**src/rtl/control_conv_seq_if.sv**
```systemverilog
// Handshake and accumulator-control signals of the convolution sequencer.
// master: the sequencer; slave: sample source, result consumer and accumulator.
interface control_conv_seq_if #(
  parameter int LG_FILTER_N = 2
);
  logic                   in_valid;
  logic                   in_ready;
  logic                   shift_en;
  logic                   in_compute;
  logic [LG_FILTER_N-1:0] mac_sel;
  logic                   done_acc;
  logic                   curr_comp_done;
  logic                   out_valid;
  logic                   out_ready;
  logic                   out_last;

  modport master (
    input  in_valid, out_ready, done_acc,
    output in_ready, shift_en, in_compute, mac_sel, curr_comp_done,
           out_valid, out_last
  );

  modport slave (
    output in_valid, out_ready, done_acc,
    input  in_ready, shift_en, in_compute, mac_sel, curr_comp_done,
           out_valid, out_last
  );
endinterface

```
**src/rtl/control_conv_seq.sv**
```systemverilog
// Convolution sequencer: fill/slide the sample window, run FILTER_N MAC taps, hand off each result.
// Optional accumulator interface checker enabled by defining CONV_SEQ_ACC_CHK_EN.
module control_conv_seq #(
  parameter int FILTER_N    = 4,
  parameter int LG_FILTER_N = 2,
  parameter int OUT_N       = 13,
  parameter int LG_OUT_N    = 4
) (
  input  logic                      clk,
  input  logic                      reset,
  input  logic                      start,
  control_conv_seq_if.master        bus,
  output logic                      busy,
  output logic                      run_done,
  output logic                      acc_err
);

  typedef enum logic [2:0] {
    IDLE    = 3'd0,
    FILL    = 3'd1,
    COMPUTE = 3'd2,
    DRAIN   = 3'd3,
    OUTPUT  = 3'd4,
    SLIDE   = 3'd5
  } state_t;

  localparam logic [LG_FILTER_N-1:0] TAP_LAST = LG_FILTER_N'(FILTER_N - 1);
  localparam logic [LG_OUT_N-1:0]    OUT_LAST = LG_OUT_N'(OUT_N - 1);

  state_t                 state;
  logic [LG_FILTER_N-1:0] fill_cnt;
  logic [LG_FILTER_N-1:0] tap;
  logic [LG_OUT_N-1:0]    out_cnt;
  logic                   in_ready_r;
  logic                   in_compute_r;
  logic                   out_valid_r;
  logic                   out_last_r;
  logic                   accept;
  logic                   out_hs;

  assign accept = bus.in_valid & in_ready_r;
  assign out_hs = out_valid_r & bus.out_ready;

  // Every control output except the handshake-qualified ones is a registered decode.
  always_ff @(posedge clk) begin
    if (reset) begin
      state        <= IDLE;
      fill_cnt     <= '0;
      tap          <= '0;
      out_cnt      <= '0;
      in_ready_r   <= 1'b0;
      in_compute_r <= 1'b0;
      out_valid_r  <= 1'b0;
      out_last_r   <= 1'b0;
    end else begin
      case (state)
        IDLE: begin
          if (start) begin
            state      <= FILL;
            fill_cnt   <= '0;
            out_cnt    <= '0;
            in_ready_r <= 1'b1;
          end
        end
        FILL: begin
          if (accept) begin
            if (fill_cnt == TAP_LAST) begin
              state        <= COMPUTE;
              fill_cnt     <= '0;
              in_ready_r   <= 1'b0;
              in_compute_r <= 1'b1;
              tap          <= '0;
            end else begin
              fill_cnt <= fill_cnt + 1'b1;
            end
          end
        end
        COMPUTE: begin
          if (tap == TAP_LAST) begin
            state        <= DRAIN;
            in_compute_r <= 1'b0;
            tap          <= '0;
          end else begin
            tap <= tap + 1'b1;
          end
        end
        DRAIN: begin
          // The accumulator lands its last product this cycle; the result is ready next.
          state       <= OUTPUT;
          out_valid_r <= 1'b1;
          out_last_r  <= (out_cnt == OUT_LAST);
        end
        OUTPUT: begin
          if (bus.out_ready) begin
            out_valid_r <= 1'b0;
            out_last_r  <= 1'b0;
            out_cnt     <= out_cnt + 1'b1;
            if (out_last_r) begin
              state <= IDLE;
            end else begin
              state      <= SLIDE;
              in_ready_r <= 1'b1;
            end
          end
        end
        SLIDE: begin
          if (accept) begin
            state        <= COMPUTE;
            in_ready_r   <= 1'b0;
            in_compute_r <= 1'b1;
            tap          <= '0;
          end
        end
        default: begin
          state        <= IDLE;
          in_ready_r   <= 1'b0;
          in_compute_r <= 1'b0;
          out_valid_r  <= 1'b0;
          out_last_r   <= 1'b0;
        end
      endcase
    end
  end

  assign bus.in_ready       = in_ready_r;
  assign bus.shift_en       = accept;
  assign bus.in_compute     = in_compute_r;
  assign bus.mac_sel        = tap;
  assign bus.out_valid      = out_valid_r;
  assign bus.out_last       = out_last_r;
  assign bus.curr_comp_done = out_hs;
  assign run_done           = out_hs & out_last_r;
  assign busy               = (state != IDLE);

`ifdef CONV_SEQ_ACC_CHK_EN
  logic acc_err_r;
  logic last_tap;
  logic acc_viol;

  // done_acc must coincide exactly with the final tap and be low everywhere else.
  assign last_tap = in_compute_r & (tap == TAP_LAST);
  assign acc_viol = last_tap ? ~bus.done_acc : bus.done_acc;

  always_ff @(posedge clk) begin
    if (reset) begin
      acc_err_r <= 1'b0;
    end else if (state == IDLE && start) begin
      acc_err_r <= acc_viol;
    end else if (acc_viol) begin
      acc_err_r <= 1'b1;
    end
  end

  assign acc_err = acc_err_r;
`else
  logic unused_done_acc;
  assign unused_done_acc = bus.done_acc;
  assign acc_err         = 1'b0;
`endif

endmodule

```
**src/flat_wrapper.sv**
```systemverilog
// flat-port wrapper written by rule: the top's interface ports become plain ports
module control_conv_seq_flat 
#(
  parameter int FILTER_N    = 4,
  parameter int LG_FILTER_N = 2,
  parameter int OUT_N       = 13,
  parameter int LG_OUT_N    = 4
)
  (clk, reset, start, busy, run_done, acc_err, bus_in_valid, bus_out_ready, bus_done_acc, bus_in_ready, bus_shift_en, bus_in_compute, bus_mac_sel, bus_curr_comp_done, bus_out_valid, bus_out_last);
  control_conv_seq_if #(.LG_FILTER_N(LG_FILTER_N)) bus_i ();
  input  logic clk;
  input  logic reset;
  input  logic start;
  output logic busy;
  output logic run_done;
  output logic acc_err;
  input wire logic [$bits(bus_i.in_valid)-1:0] bus_in_valid;
  input wire logic [$bits(bus_i.out_ready)-1:0] bus_out_ready;
  input wire logic [$bits(bus_i.done_acc)-1:0] bus_done_acc;
  output wire logic [$bits(bus_i.in_ready)-1:0] bus_in_ready;
  output wire logic [$bits(bus_i.shift_en)-1:0] bus_shift_en;
  output wire logic [$bits(bus_i.in_compute)-1:0] bus_in_compute;
  output wire logic [$bits(bus_i.mac_sel)-1:0] bus_mac_sel;
  output wire logic [$bits(bus_i.curr_comp_done)-1:0] bus_curr_comp_done;
  output wire logic [$bits(bus_i.out_valid)-1:0] bus_out_valid;
  output wire logic [$bits(bus_i.out_last)-1:0] bus_out_last;
  assign bus_i.in_valid = bus_in_valid;
  assign bus_i.out_ready = bus_out_ready;
  assign bus_i.done_acc = bus_done_acc;
  assign bus_in_ready = bus_i.in_ready;
  assign bus_shift_en = bus_i.shift_en;
  assign bus_in_compute = bus_i.in_compute;
  assign bus_mac_sel = bus_i.mac_sel;
  assign bus_curr_comp_done = bus_i.curr_comp_done;
  assign bus_out_valid = bus_i.out_valid;
  assign bus_out_last = bus_i.out_last;
  control_conv_seq #(.FILTER_N(FILTER_N), .LG_FILTER_N(LG_FILTER_N), .OUT_N(OUT_N), .LG_OUT_N(LG_OUT_N)) u_core (.clk(clk), .reset(reset), .start(start), .bus(bus_i), .busy(busy), .run_done(run_done), .acc_err(acc_err));
endmodule
```
**config.mk**
```make
export PLATFORM = sky130hd
export DESIGN_NAME = control_conv_seq_flat
export DESIGN_NICKNAME = d
export VERILOG_FILES = /design/src/rtl/control_conv_seq_if.sv /design/src/rtl/control_conv_seq.sv /design/src/flat_wrapper.sv
export SDC_FILE = /design/constraint.sdc
export NUM_CORES = 1
export LEC_CHECK = 0
export CAP_MARGIN = 20
export CORE_MARGIN = 1.5
export CORE_UTILIZATION = 54
export CTS_CLUSTER_SIZE = 20
export DETAILED_ROUTE_END_ITERATION = 8
export HOLD_SLACK_MARGIN = 0.1
export PLACE_DENSITY = 0.85
export SLEW_MARGIN = 10
export SYNTH_ARGS = -nofsm -noshare
export SYNTH_HDL_FRONTEND = slang
export SYNTH_SLANG_ARGS = --single-unit
```
**constraint.sdc**
```tcl
create_clock -name clk -period 2.9 [get_ports clk]
set_input_delay 0.435 -clock clk [delete_from_list [all_inputs] [get_ports clk]]
set_output_delay 0.435 -clock clk [all_outputs]
set_load 0.02 [all_outputs]
```
==> results.py <==
metrics = {
    "worst_hold_path": {
        "hp-class": "flip-flop to flip-flop",
        "whs_path_depth": 2,
    },
    "synthesis": {
        "synth-xor-area-share": 0.0194,
        "synth_compound_area_frac": 0.223,
        "ys_top_cells_by_count": "dfxtp_1, nor2_1, a21oi_1",
        "synthTopCellsByArea": "dfxtp_1, ha_1, a21oi_1",
        "synth.top_cell.area_share": 0.333,
        "synth_edf_count": 0,
        "synth-simple-area-share": 0.252,
        "ys_warn_count": 0,
        "synth_cell_types": 41,
        "ys_seq_elements": 15,
        "synthAdderAreaFrac": 0.0555,
        "synth_flop_cell": "dfxtp_1",
        "syn_avg_cell_area_sq_um": 8.43,
        "async_reset_ff_frac": 0,
        "synth_top_family_by_area": "simple AND/OR/NAND/NOR gates",
        "syn_area_sq_um": 902,
        "synth_cells": 107,
        "syn-num-nets": 117,
        "yosysMostFrequentCell": "dfxtp_1",
        "synth-seq-area-share": 0.333,
        "muxShareOfSynthArea": 0.0222,
        "synth_top_cell_by_area": "dfxtp_1",
    },
    "die": {
        "ios": 17,
        "fp-row-count": 14,
        "die_height_um": 43.9,
        "initial_core_util": 0.585,
        "die_width_um": 43.9,
        "die_area_sq_um": 1920,
        "core_sq_um": 1540,
    },
    "routing": {
        "postRouteAntennaNets": 0,
        "drt-vias-per-instance": 5.99,
        "dr.pass1.iters": 4,
        "vias": 802,
        "post-route-drc-count": 0,
        "routed_wl_um": 1970,
        "first_iter_violations": 15,
        "wl_per_cell_um": 14.7,
    },
    "sta": {
        "tightest_slew_ns": 0.653,
        "fmax_mhz": 431,
        "setup_violations": 0,
        "fin_crit_sh": 0.800,
        "maxSlewHeadroom": 0.564,
        "min_period_ns": 2.32,
        "rsz0062_at_grt": "false",
        "slew_viol_final": 0,
        "hold_ws_ns": 0.467,
        "fin_skew_ns": 0.00832,
        "tns_ns": 0,
        "hold_violations": 0,
        "layout_setup_ws_ns": 0.580,
    },
    "cts": {
        "cts-resized-gates": 0,
        "hold_buffers": 0,
        "cts-root-buf": "clkbuf_4",
        "post_cts_buffers": 0,
        "cts_sinks": 15,
        "clk_latency_ns": 0.30,
        "cts_tree": "done",
        "clockBufferDepth": 2,
        "cts_buffers": 3,
        "path_clk_slew_ns": 0.10,
        "htree_levels": 1,
    },
    "place": {
        "numPortBuffers": 14,
        "routabilityCongestion": 0.770,
        "dp_slack_ns": 0.620,
        "dp_hpwl_um": 1310,
        "place_inst": 130,
    },
    "grt": {
        "grt_pass1_wl_um": 3170,
        "grt_max_degree": 22,
        "overflow": 0,
        "antenna_found_initial": 0,
        "grtUsageTotal": 0.224,
        "grt_pass1_vias": 729,
    },
    "critical_path": {
        "crit_required_ns": 2.47,
        "path_class": "flip-flop to output port",
        "crit_fanout": 21,
        "crit_arrival_ns": 1.89,
        "ff2ff_path_depth": 4,
        "crit_path_start_kind": "flip-flop",
        "endpoint_kind": "output port",
    },
    "cells_and_area": {
        "drive_above_1_share": 0.0763,
        "area_growth_pct": 14.6,
        "fin_nets": 129,
        "n_fill_cell": 137,
        "diodes": 0,
        "layout.cells.non_filler": 134,
    },
    "pwr": {
        "ir_drop_uv": 320,
        "p_leak_nw": 0.403,
        "power.density_nw_per_um2": 387,
    },
    "flow_run": {
        "maxCapViolCount": 0,
    },
    "run_status": {
        "outcome": "complete, no violations",
    },
}
-- final timing paths --
kind	startpoint	end	slack [ns]
max	u_core.state[2]	busy	0.58
min	u_core.fill_cnt[1]	u_core.fill_cnt[1]	0.47
max reg2reg	u_core.state[2]	u_core.out_cnt[2]	1.18
min reg2reg	u_core.fill_cnt[1]	u_core.fill_cnt[1]	0.47
-- critical path, cell delays in order (launching register included) --
cell             delay [ns]
dfxtp_1                0.76
or3_1                  0.22
clkdlybuf4s50_1        0.61
-- final cells by class --
type | count | area [sq um] | share of cell area
clock buffers | 3 | 22.5 | 0.0218
clock inverters | 1 | 7.51 | 0.00726
inverters | 4 | 15.0 | 0.0145
multi-input cells | 80 | 520 | 0.504
flip-flops and latches | 15 | 300 | 0.291
well taps | 16 | 20.0 | 0.0194
repair buffers | 15 | 148 | 0.143
-- per-stage QoR --
| stage | area (sq um) | util | power (W) |
|---|---|---|---|
| after floorplan | 902 | - | 0.000254 |
| after global placement | 1000 | 0.651 | 0.000271 |
| after detailed placement | 1000 | 0.651 | 0.000272 |
| after CTS | 1030 | 0.670 | 0.000401 |
| after global routing | 1030 | 0.670 | 0.000415 |
| final | 1030 | 0.670 | 0.000400 |
-- flip-flops by register name, summed over array words and instances, names as in the netlist --
name	cells
u_core.bus.in_ready	1
u_core.fill_cnt	2
u_core.out_cnt	4
u_core.bus.out_last	1
u_core.state	3
u_core.bus.out_valid	1
u_core.bus.in_compute	1
u_core.bus.mac_sel	2
-- routing by layer --
layer / track usage / routed length, um / share of wire
met5: 0 / 0 / 0
met4: 0.109 / 27 / 0.014
met3: 0.0417 / 91 / 0.046
met2: 0.353 / 913 / 0.46
met1: 0.292 / 935 / 0.48
-- cells by family after synthesis --
group / count (synthesis)
and+or+nand+nor: 40
AOI/OAI and AO/OA: 31
DFF: 15
buffers and inverters: 12
adders and majority gates: 4
xor gates and xnor gates: 2
muxes: 2
other: 1
-- report_power, final --
part | internal [W] | switching (W)
sequential | 0.000209 | 0.00000264
clock | 0.0000527 | 0.0000786
combinational | 0.0000240 | 0.0000322
total | 0.000286 | 0.000113
-- placed cells by master, fill, tap and decap left out, drive strengths merged, types with 2 or more instances in the layout --
master         instances
ha                     4
nor3b                  3
and3                   4
clkdlybuf4s50         14
nor3                   4
dfxtp                 15
o22ai                  2
nand4                  2
clkbuf                 3
nand2                  3
nor2                  12
o21ai                  7
xnor2                  2
nor2b                  2
a22oi                  2
a31oi                  2
a21oi                  9
and2                   2
mux2i                  2
a211oi                 2
inv                    4
(Power assumes the default switching activity.)
